[src/rtl/uart_tx_param_if.sv]
// Source-side handshake into the parametrised UART transmitter: a word on
// tx_data is accepted on the clock edge where tx_valid and tx_ready are both high.
interface uart_tx_param_if #(
    parameter int DATA_BITS = 8
);
    logic [DATA_BITS-1:0] tx_data;
    logic                 tx_valid;
    logic                 tx_ready;

    modport master (output tx_data, output tx_valid, input  tx_ready);
    modport slave  (input  tx_data, input  tx_valid, output tx_ready);
endinterface

[src/rtl/uart_tx_param.sv]
// Parametrised UART transmitter: LSB-first data, optional parity, 1 or 2 stop bits,
// BAUD_DIV clocks per bit, and a one-word holding register for gapless back-to-back frames.
module uart_tx_param #(
    parameter int DATA_BITS = 8,
    parameter int PARITY    = 0,
    parameter int STOP_BITS = 1,
    parameter int BAUD_DIV  = 1
) (
    input  logic            clk_baud,
    input  logic            rst,
    uart_tx_param_if.slave  bus,
    output logic            tx,
    output logic            busy,
    output logic            done
);
    localparam int CW = $clog2(BAUD_DIV) + 1;
    localparam logic [CW-1:0] BAUD_LAST = CW'(BAUD_DIV - 1);
    localparam logic [3:0]    DATA_LAST = 4'(DATA_BITS - 1);
    localparam logic [3:0]    STOP_LAST = 4'(STOP_BITS - 1);

    if (DATA_BITS < 5 || DATA_BITS > 9) begin : g_bad_data_bits
        $error("uart_tx_param: DATA_BITS must be 5..9");
    end
    if (PARITY < 0 || PARITY > 2) begin : g_bad_parity
        $error("uart_tx_param: PARITY must be 0, 1 or 2");
    end
    if (STOP_BITS < 1 || STOP_BITS > 2) begin : g_bad_stop_bits
        $error("uart_tx_param: STOP_BITS must be 1 or 2");
    end
    if (BAUD_DIV < 1) begin : g_bad_baud_div
        $error("uart_tx_param: BAUD_DIV must be >= 1");
    end

    typedef enum logic [2:0] {
        S_IDLE,
        S_START,
        S_DATA,
        S_PARITY,
        S_STOP
    } state_t;

    state_t               state_q, state_d;
    logic [DATA_BITS-1:0] hold_q, hold_d;
    logic                 hold_full_q, hold_full_d;
    logic [DATA_BITS-1:0] shift_q, shift_d;
    logic                 parity_q, parity_d;
    logic [CW-1:0]        baud_cnt_q, baud_cnt_d;
    logic [3:0]           bit_cnt_q, bit_cnt_d;
    logic                 tx_q, tx_d;
    logic                 busy_q, busy_d;
    logic                 done_q, done_d;

    logic accept;
    logic bit_end;
    logic last_stop;
    logic load;

    always_comb begin
        state_d     = state_q;
        hold_d      = hold_q;
        hold_full_d = hold_full_q;
        shift_d     = shift_q;
        parity_d    = parity_q;
        baud_cnt_d  = baud_cnt_q;
        bit_cnt_d   = bit_cnt_q;

        accept    = bus.tx_valid && !hold_full_q;
        bit_end   = (baud_cnt_q == '0);
        last_stop = (state_q == S_STOP) && bit_end && (bit_cnt_q == STOP_LAST);
        load      = hold_full_q && ((state_q == S_IDLE) || last_stop);

        if (accept) begin
            hold_d      = bus.tx_data;
            hold_full_d = 1'b1;
        end

        if (state_q != S_IDLE && !bit_end) begin
            baud_cnt_d = baud_cnt_q - 1'b1;
        end

        case (state_q)
            S_START: begin
                if (bit_end) begin
                    state_d    = S_DATA;
                    bit_cnt_d  = '0;
                    baud_cnt_d = BAUD_LAST;
                end
            end
            S_DATA: begin
                if (bit_end) begin
                    shift_d    = shift_q >> 1;
                    baud_cnt_d = BAUD_LAST;
                    if (bit_cnt_q == DATA_LAST) begin
                        state_d   = (PARITY != 0) ? S_PARITY : S_STOP;
                        bit_cnt_d = '0;
                    end else begin
                        bit_cnt_d = bit_cnt_q + 1'b1;
                    end
                end
            end
            S_PARITY: begin
                if (bit_end) begin
                    state_d    = S_STOP;
                    bit_cnt_d  = '0;
                    baud_cnt_d = BAUD_LAST;
                end
            end
            S_STOP: begin
                if (bit_end) begin
                    if (bit_cnt_q == STOP_LAST) begin
                        state_d = S_IDLE;
                    end else begin
                        bit_cnt_d  = bit_cnt_q + 1'b1;
                        baud_cnt_d = BAUD_LAST;
                    end
                end
            end
            default: ;
        endcase

        // Loading overrides the STOP->IDLE step so the next start bit follows with no gap.
        if (load) begin
            shift_d     = hold_q;
            parity_d    = (PARITY == 2) ? ~^hold_q : ^hold_q;
            state_d     = S_START;
            bit_cnt_d   = '0;
            baud_cnt_d  = BAUD_LAST;
            hold_full_d = accept;
        end

        case (state_d)
            S_START:  tx_d = 1'b0;
            S_DATA:   tx_d = shift_d[0];
            S_PARITY: tx_d = parity_d;
            default:  tx_d = 1'b1;
        endcase
        busy_d = (state_d != S_IDLE);
        done_d = (state_d == S_STOP) && (bit_cnt_d == STOP_LAST) && (baud_cnt_d == '0);
    end

    always_ff @(posedge clk_baud or posedge rst) begin
        if (rst) begin
            state_q     <= S_IDLE;
            hold_q      <= '0;
            hold_full_q <= 1'b0;
            shift_q     <= '0;
            parity_q    <= 1'b0;
            baud_cnt_q  <= '0;
            bit_cnt_q   <= '0;
            tx_q        <= 1'b1;
            busy_q      <= 1'b0;
            done_q      <= 1'b0;
        end else begin
            state_q     <= state_d;
            hold_q      <= hold_d;
            hold_full_q <= hold_full_d;
            shift_q     <= shift_d;
            parity_q    <= parity_d;
            baud_cnt_q  <= baud_cnt_d;
            bit_cnt_q   <= bit_cnt_d;
            tx_q        <= tx_d;
            busy_q      <= busy_d;
            done_q      <= done_d;
        end
    end

    assign bus.tx_ready = !hold_full_q;
    assign tx           = tx_q;
    assign busy         = busy_q;
    assign done         = done_q;
endmodule
[src/flat_wrapper.sv]
// flat-port wrapper written by rule: the top's interface ports become plain ports
module uart_tx_param_flat 
#(
    parameter int DATA_BITS = 8,
    parameter int PARITY    = 0,
    parameter int STOP_BITS = 1,
    parameter int BAUD_DIV  = 1
)
  (clk_baud, rst, tx, busy, done, bus_tx_data, bus_tx_valid, bus_tx_ready);
  uart_tx_param_if #(.DATA_BITS(DATA_BITS)) bus_i ();
  input  logic clk_baud;
  input  logic rst;
  output logic tx;
  output logic busy;
  output logic done;
  input wire logic [$bits(bus_i.tx_data)-1:0] bus_tx_data;
  input wire logic [$bits(bus_i.tx_valid)-1:0] bus_tx_valid;
  output wire logic [$bits(bus_i.tx_ready)-1:0] bus_tx_ready;
  assign bus_i.tx_data = bus_tx_data;
  assign bus_i.tx_valid = bus_tx_valid;
  assign bus_tx_ready = bus_i.tx_ready;
  uart_tx_param #(.DATA_BITS(DATA_BITS), .PARITY(PARITY), .STOP_BITS(STOP_BITS), .BAUD_DIV(BAUD_DIV)) u_core (.clk_baud(clk_baud), .rst(rst), .bus(bus_i), .tx(tx), .busy(busy), .done(done));
endmodule
[config.mk]
export PLATFORM = sky130hd
export DESIGN_NAME = uart_tx_param_flat
export DESIGN_NICKNAME = d
export VERILOG_FILES = /design/src/rtl/uart_tx_param_if.sv /design/src/rtl/uart_tx_param.sv /design/src/flat_wrapper.sv
export SDC_FILE = /design/constraint.sdc
export NUM_CORES = 1
export LEC_CHECK = 0
export ABC_AREA = 1
export CORE_ASPECT_RATIO = 0.5
export CORE_UTILIZATION = 35
export DETAILED_ROUTE_END_ITERATION = 8
export SYNTH_ARGS = -nofsm -noshare
export SYNTH_HDL_FRONTEND = slang
export SYNTH_SLANG_ARGS = --single-unit
[constraint.sdc]
create_clock -name clk_baud -period 1.25 [get_ports clk_baud]
set_input_delay 0.3125 -clock clk_baud [delete_from_list [all_inputs] [get_ports clk_baud]]
set_output_delay 0.3125 -clock clk_baud [all_outputs]
set_load 0.005 [all_outputs]
==> qor.csv <==
stage,metric,value,unit
critical_path,critical path's top delay family,simple AND/OR/NAND/NOR gates,
critical_path,required time worst endpoint,1.43,ns
grt,global-route usage over all layers,17.2,%
yosys,Ys Warns,0,
cts,number of buffers created by CTS,5,
placed_design,total instance count after detailed placement,316,
routing,wire per inst,11.9,µm
critical_path,beginning of the critical path,u_core.state_q[0]$_DFF_PP0_,
placed_design,weighted congestion reported at the end of routability-driven placement,0.890,
yosys,async set-reset flop share out of synthesis,100,%
yosys,count of mapped cells out of synthesis,205,
power,power density relative to cell area,2990,mW/mm²
power,switching part of the total power,45.2,%
layout,Finished Layout Cells,330,
placed_design,worst slack at placement,-0.233,ns
critical_path,CP bufs+invs,1,
critical_path,most frequent cell on the critical path,sky130_fd_sc_hd__nand2_1,
cts,CTS tree,done,
floorplanning,DIE HEIGHT,50.9,µm
routing,total wirelength of the detailed-routed design,3.92,mm
routing,DRC violation count after routing,0,
layout,area added between synthesis and finish,49.0,%
critical_path,Crit Reg-Reg Startpoint,u_core.state_q[0]$_DFF_PP0_,
timing,Fin Clk Skew,0.00474,ns
yosys,cell with the most instances after synthesis,sky130_fd_sc_hd__nand2_1,
cts,count of hold-fix buffers inserted at cts,0,
power,part of the total power dissipated in the clock network,10.4,%
timing,final cycle utilization of the critical path,117,%
critical_path,top fanout value on the critical path,5,
critical_path,Worst R2R Path Depth,10,
yosys,area share of the largest cell type after synthesis,41.8,%
timing,RSZ-0062 raised after global routing,yes,
yosys,compound-gate portion of the synthesized area,6.72,%
power,Seq pwr share,24.4,%
timing,Setup-failing EPs final,19,
timing,Worst slew margin,82.1,%
critical_path,sequence of cells on the critical path,"inv_2, nand3_4, nor2_4, nand2_1, nand2_1, nand2_1, nand2_1, nand2_2, nand3_2, nor2_2",
timing,fin crit period,1.46,ns
grt,initial antenna violation count,0,
floorplanning,initial cell density of the core,37.4,%
grt,number of global-route vias before repair,1486,
power,"sum of internal, switching and leakage power",7.46,mW
yosys,simple-gate share of the synthesized area,31.6,%
yosys,Post-synth EDFFs,0,
placed_design,quantity of I/O buffers inserted on ports,14,
grt,total congestion overflow,0,
floorplanning,number of placed I/O pins,15,
timing,pins over their slew limit,0,
floorplanning,Total Die Area,0.00509,mm²
yosys,per-instance average area after synthesis,8.18,µm²
yosys,largest cells by area after synthesis,"sky130_fd_sc_hd__dfrtp_1 (42%), sky130_fd_sc_hd__nand2_1 (14%), sky130_fd_sc_hd__inv_1 (6.3%)",
yosys,XOR/XNOR share of the synthesized area,4.70,%
layout,fraction of layout cells with a size suffix above 1,45.1,%
cts,"Clk Latency, worst-skew pair",0.28,ns
layout,number of antenna cells inserted,0,
timing,Least-Margin Pin Slew,0.267,ns
floorplanning,placeable core region,0.00449,mm²
layout,net total in the final layout,276,
yosys,fraction of synthesized area in multiplexers,2.69,%
critical_path,capturing point of the worst reg2reg path,u_core.done$_DFF_PP0_,
yosys,top post-synthesis cells by count,"sky130_fd_sc_hd__nand2_1 (64), sky130_fd_sc_hd__dfrtp_1 (28), sky130_fd_sc_hd__inv_1 (28), sky130_fd_sc_hd__nand3_1 (14), sky130_fd_sc_hd__nor2_1 (11)",
grt,first-pass GRT wire length,6.50,mm
timing,final setup TNS,-2.34,ns
critical_path,Worst Path Arrival,1.64,ns
routing,first-pass iteration count of the detailed router,4,
timing,final hold violations,0,
critical_path,internal reg-to-reg setup slack,-0.21,ns
power,internal power summed over all cells,4.09,mW
power,worst vdd rail ir drop,1.22,mV
yosys,number of register bits inferred by synthesis,29,
status,status,"finished, violations left",
timing,WHS,0.375,ns
critical_path,Crit. End Element,flop,
floorplanning,die boundary width,99.9,µm
power,sw power,3.38,mW
yosys,library cell occupying the most area in the post-synthesis netlist,sky130_fd_sc_hd__dfrtp_1,
placed_design,placed wire-length estimate,2.68,mm
cts,clock-pin slew reported for the worst setup and hold paths after clock tree synthesis,0.06,ns
worst_hold_path,worst hold path type,in2async,
yosys,share of the yosys chip area belonging to registers,43.4,%
routing,Starting DRT DRC Count,51,
critical_path,number of cells on the critical path,10,
grt,pin count of the biggest net entering global routing,30,
cts,number of sinks driven by the clock tree,29,
routing,per-cell via count in the routed design,4.54,
flow_run,max_cap viols,0,
critical_path,cell type of the slowest stage on the worst timing path,sky130_fd_sc_hd__dfrtp_2,
timing,Worst Slack Setup Final,-0.214,ns
cts,H-Tree Depth,2,
floorplanning,number of rows in the core area,17,
timing,maximum frequency from static timing analysis,683,MHz
yosys,main combinational cell family by area after synthesis,simple AND/OR/NAND/NOR gates,
cts,library cell used as clock root buffer,sky130_fd_sc_hd__clkbuf_8,
yosys,netlist area before placement,0.00168,mm²
routing,count of antenna-violating nets left after detailed routing,0,
yosys,number of different library cells in the post-synthesis netlist,28,
power,power share of the combinational group,65.2,%
critical_path,Worst Setup EP,u_core.done$_DFF_PP0_,
critical_path,category of the most critical setup path,reg2reg,
critical_path,longest individual stage delay on the worst path,0.46,ns
yosys,total nets after synthesis,218,
routing,overall via count from detail_route,1497,
cts,maximum number of buffers from clock root to sink,2,
yosys,main flop type after synthesis,sky130_fd_sc_hd__dfrtp_1,
status,violations in the final reports,negative setup slack,
critical_path,Worst setup SP type,flop,
power,Leakage Power,1.21,nW
yosys,Adder-Cell Fraction of Synth Area,1.49,%
## repair_timing
| action | 4_1_cts | 5_1_grt |
|---|---|---|
| gates resized for setup | 44 | 18 |
| endpoints found under the setup margin | 24 | 21 |
| cloned | 1 | 0 |
| pin swaps | 18 | 8 |
| buffers inserted | 4 | 1 |
## tightest hold or removal path: stages
cell and delay, ns:
sky130_fd_sc_hd__clkdlybuf4s50_1 0.40, sky130_fd_sc_hd__inv_1 0.09, sky130_fd_sc_hd__buf_12 0.20
## flip-flops by register name (all words and copies together) (netlist names)
name	cells
u_core.state_q	3
u_core.shift_q	8
u_core.hold_q	8
u_core.hold_full_q	1
u_core.done	1
u_core.baud_cnt_q	1
u_core.busy	1
u_core.parity_q	1
u_core.tx	1
u_core.bit_cnt_q	4
## layer usage
layer	global-route usage [%]	vias to the layer above	share of wire, %
li1	-	754	-
met4	8.82	0	2.8
met5	0	-	0
met2	30.7	25	50
met1	19.7	705	44
met3	3.83	13	2.6
## power by group through the flow
| stage | sequential, mW | combinational [mW] | clock (mW) |
|---|---|---|---|
| finish | 1.82 | 4.86 | 0.778 |
| CTS | 1.79 | 4.49 | 0.803 |
| floorplan | 1.72 | 2.69 | 0 |
| global route | 1.87 | 5.36 | 0.840 |
| global placement | 1.75 | 3.92 | 0 |
| detailed placement | 1.76 | 3.99 | 0 |
## final cells by class
| cell class | count | area, µm² |
|---|---|---|
| Clock buffer | 8 | 90.1 |
| Fill cell | 392 | 1990 |
| Inverter | 35 | 141 |
| Multi-Input combinational cell | 139 | 988 |
| Sequential cell | 29 | 731 |
| Tap cell | 66 | 82.6 |
| Timing Repair Buffer | 53 | 464 |
## how the worst min path moves through the flow
stage | from | end | slack (ns) | cells after the start
after floorplan | rst | u_core.baud_cnt_q$_DFF_PP0_ | 0.39 | 1
after global placement | u_core.parity_q$_DFF_PP0_ | u_core.parity_q$_DFF_PP0_ | 0.46 | 2
after detailed placement | u_core.parity_q$_DFF_PP0_ | u_core.parity_q$_DFF_PP0_ | 0.47 | 2
after CTS | rst | u_core.hold_full_q$_DFFE_PP0P_ | 0.38 | 3
after global routing | rst | u_core.bit_cnt_q[1]$_DFF_PP0_ | 0.38 | 3
final | rst | u_core.done$_DFF_PP0_ | 0.38 | 3
## placed cells by master (no fill, tap or decap), types with 2 or more instances in the layout
| cell | Yosys | routed |
|---|---|---|
| sky130_fd_sc_hd__a21oi_1 | 4 | 4 |
| sky130_fd_sc_hd__buf_12 | 0 | 2 |
| sky130_fd_sc_hd__buf_4 | 0 | 32 |
| sky130_fd_sc_hd__buf_6 | 1 | 5 |
| sky130_fd_sc_hd__clkbuf_1 | 0 | 2 |
| sky130_fd_sc_hd__clkbuf_8 | 0 | 6 |
| sky130_fd_sc_hd__clkdlybuf4s50_1 | 0 | 10 |
| sky130_fd_sc_hd__dfrtp_1 | 28 | 25 |
| sky130_fd_sc_hd__dfrtp_2 | 0 | 3 |
| sky130_fd_sc_hd__dlygate4sd2_1 | 0 | 2 |
| sky130_fd_sc_hd__inv_1 | 28 | 20 |
| sky130_fd_sc_hd__inv_2 | 5 | 11 |
| sky130_fd_sc_hd__inv_4 | 2 | 4 |
| sky130_fd_sc_hd__mux2_2 | 4 | 4 |
| sky130_fd_sc_hd__nand2_1 | 64 | 49 |
| sky130_fd_sc_hd__nand2_2 | 3 | 14 |
| sky130_fd_sc_hd__nand2_4 | 0 | 4 |
| sky130_fd_sc_hd__nand3_1 | 14 | 8 |
| sky130_fd_sc_hd__nand3_2 | 7 | 8 |
| sky130_fd_sc_hd__nand3_4 | 2 | 8 |
| sky130_fd_sc_hd__nor2_1 | 11 | 8 |
| sky130_fd_sc_hd__nor2_2 | 2 | 3 |
| sky130_fd_sc_hd__nor2_4 | 1 | 3 |
| sky130_fd_sc_hd__o211ai_1 | 4 | 4 |
| sky130_fd_sc_hd__o21ai_1 | 0 | 2 |
| sky130_fd_sc_hd__o21ai_2 | 2 | 3 |
| sky130_fd_sc_hd__xnor2_1 | 4 | 4 |
| sky130_fd_sc_hd__xor2_1 | 5 | 5 |
## cells by family after synthesis
kind of cell             after synthesis
multiplexers                           4
AND/OR/NAND/NOR                      107
flip-flops                            29
AO/OA/AOI/OAI                         16
adder cells (fa/ha/maj)                2
XOR/XNOR                               9
buffers and inverters                 38
## stage by stage
stage | util (%) | cell area [µm²]
after CTS | 54.1 | 2430
after global placement | 48.5 | 2180
after floorplan | - | 1720
after detailed placement | 48.5 | 2180
after global routing | 55.6 | 2500
final | 55.6 | 2500
Power figures use the tool's default switching activity.
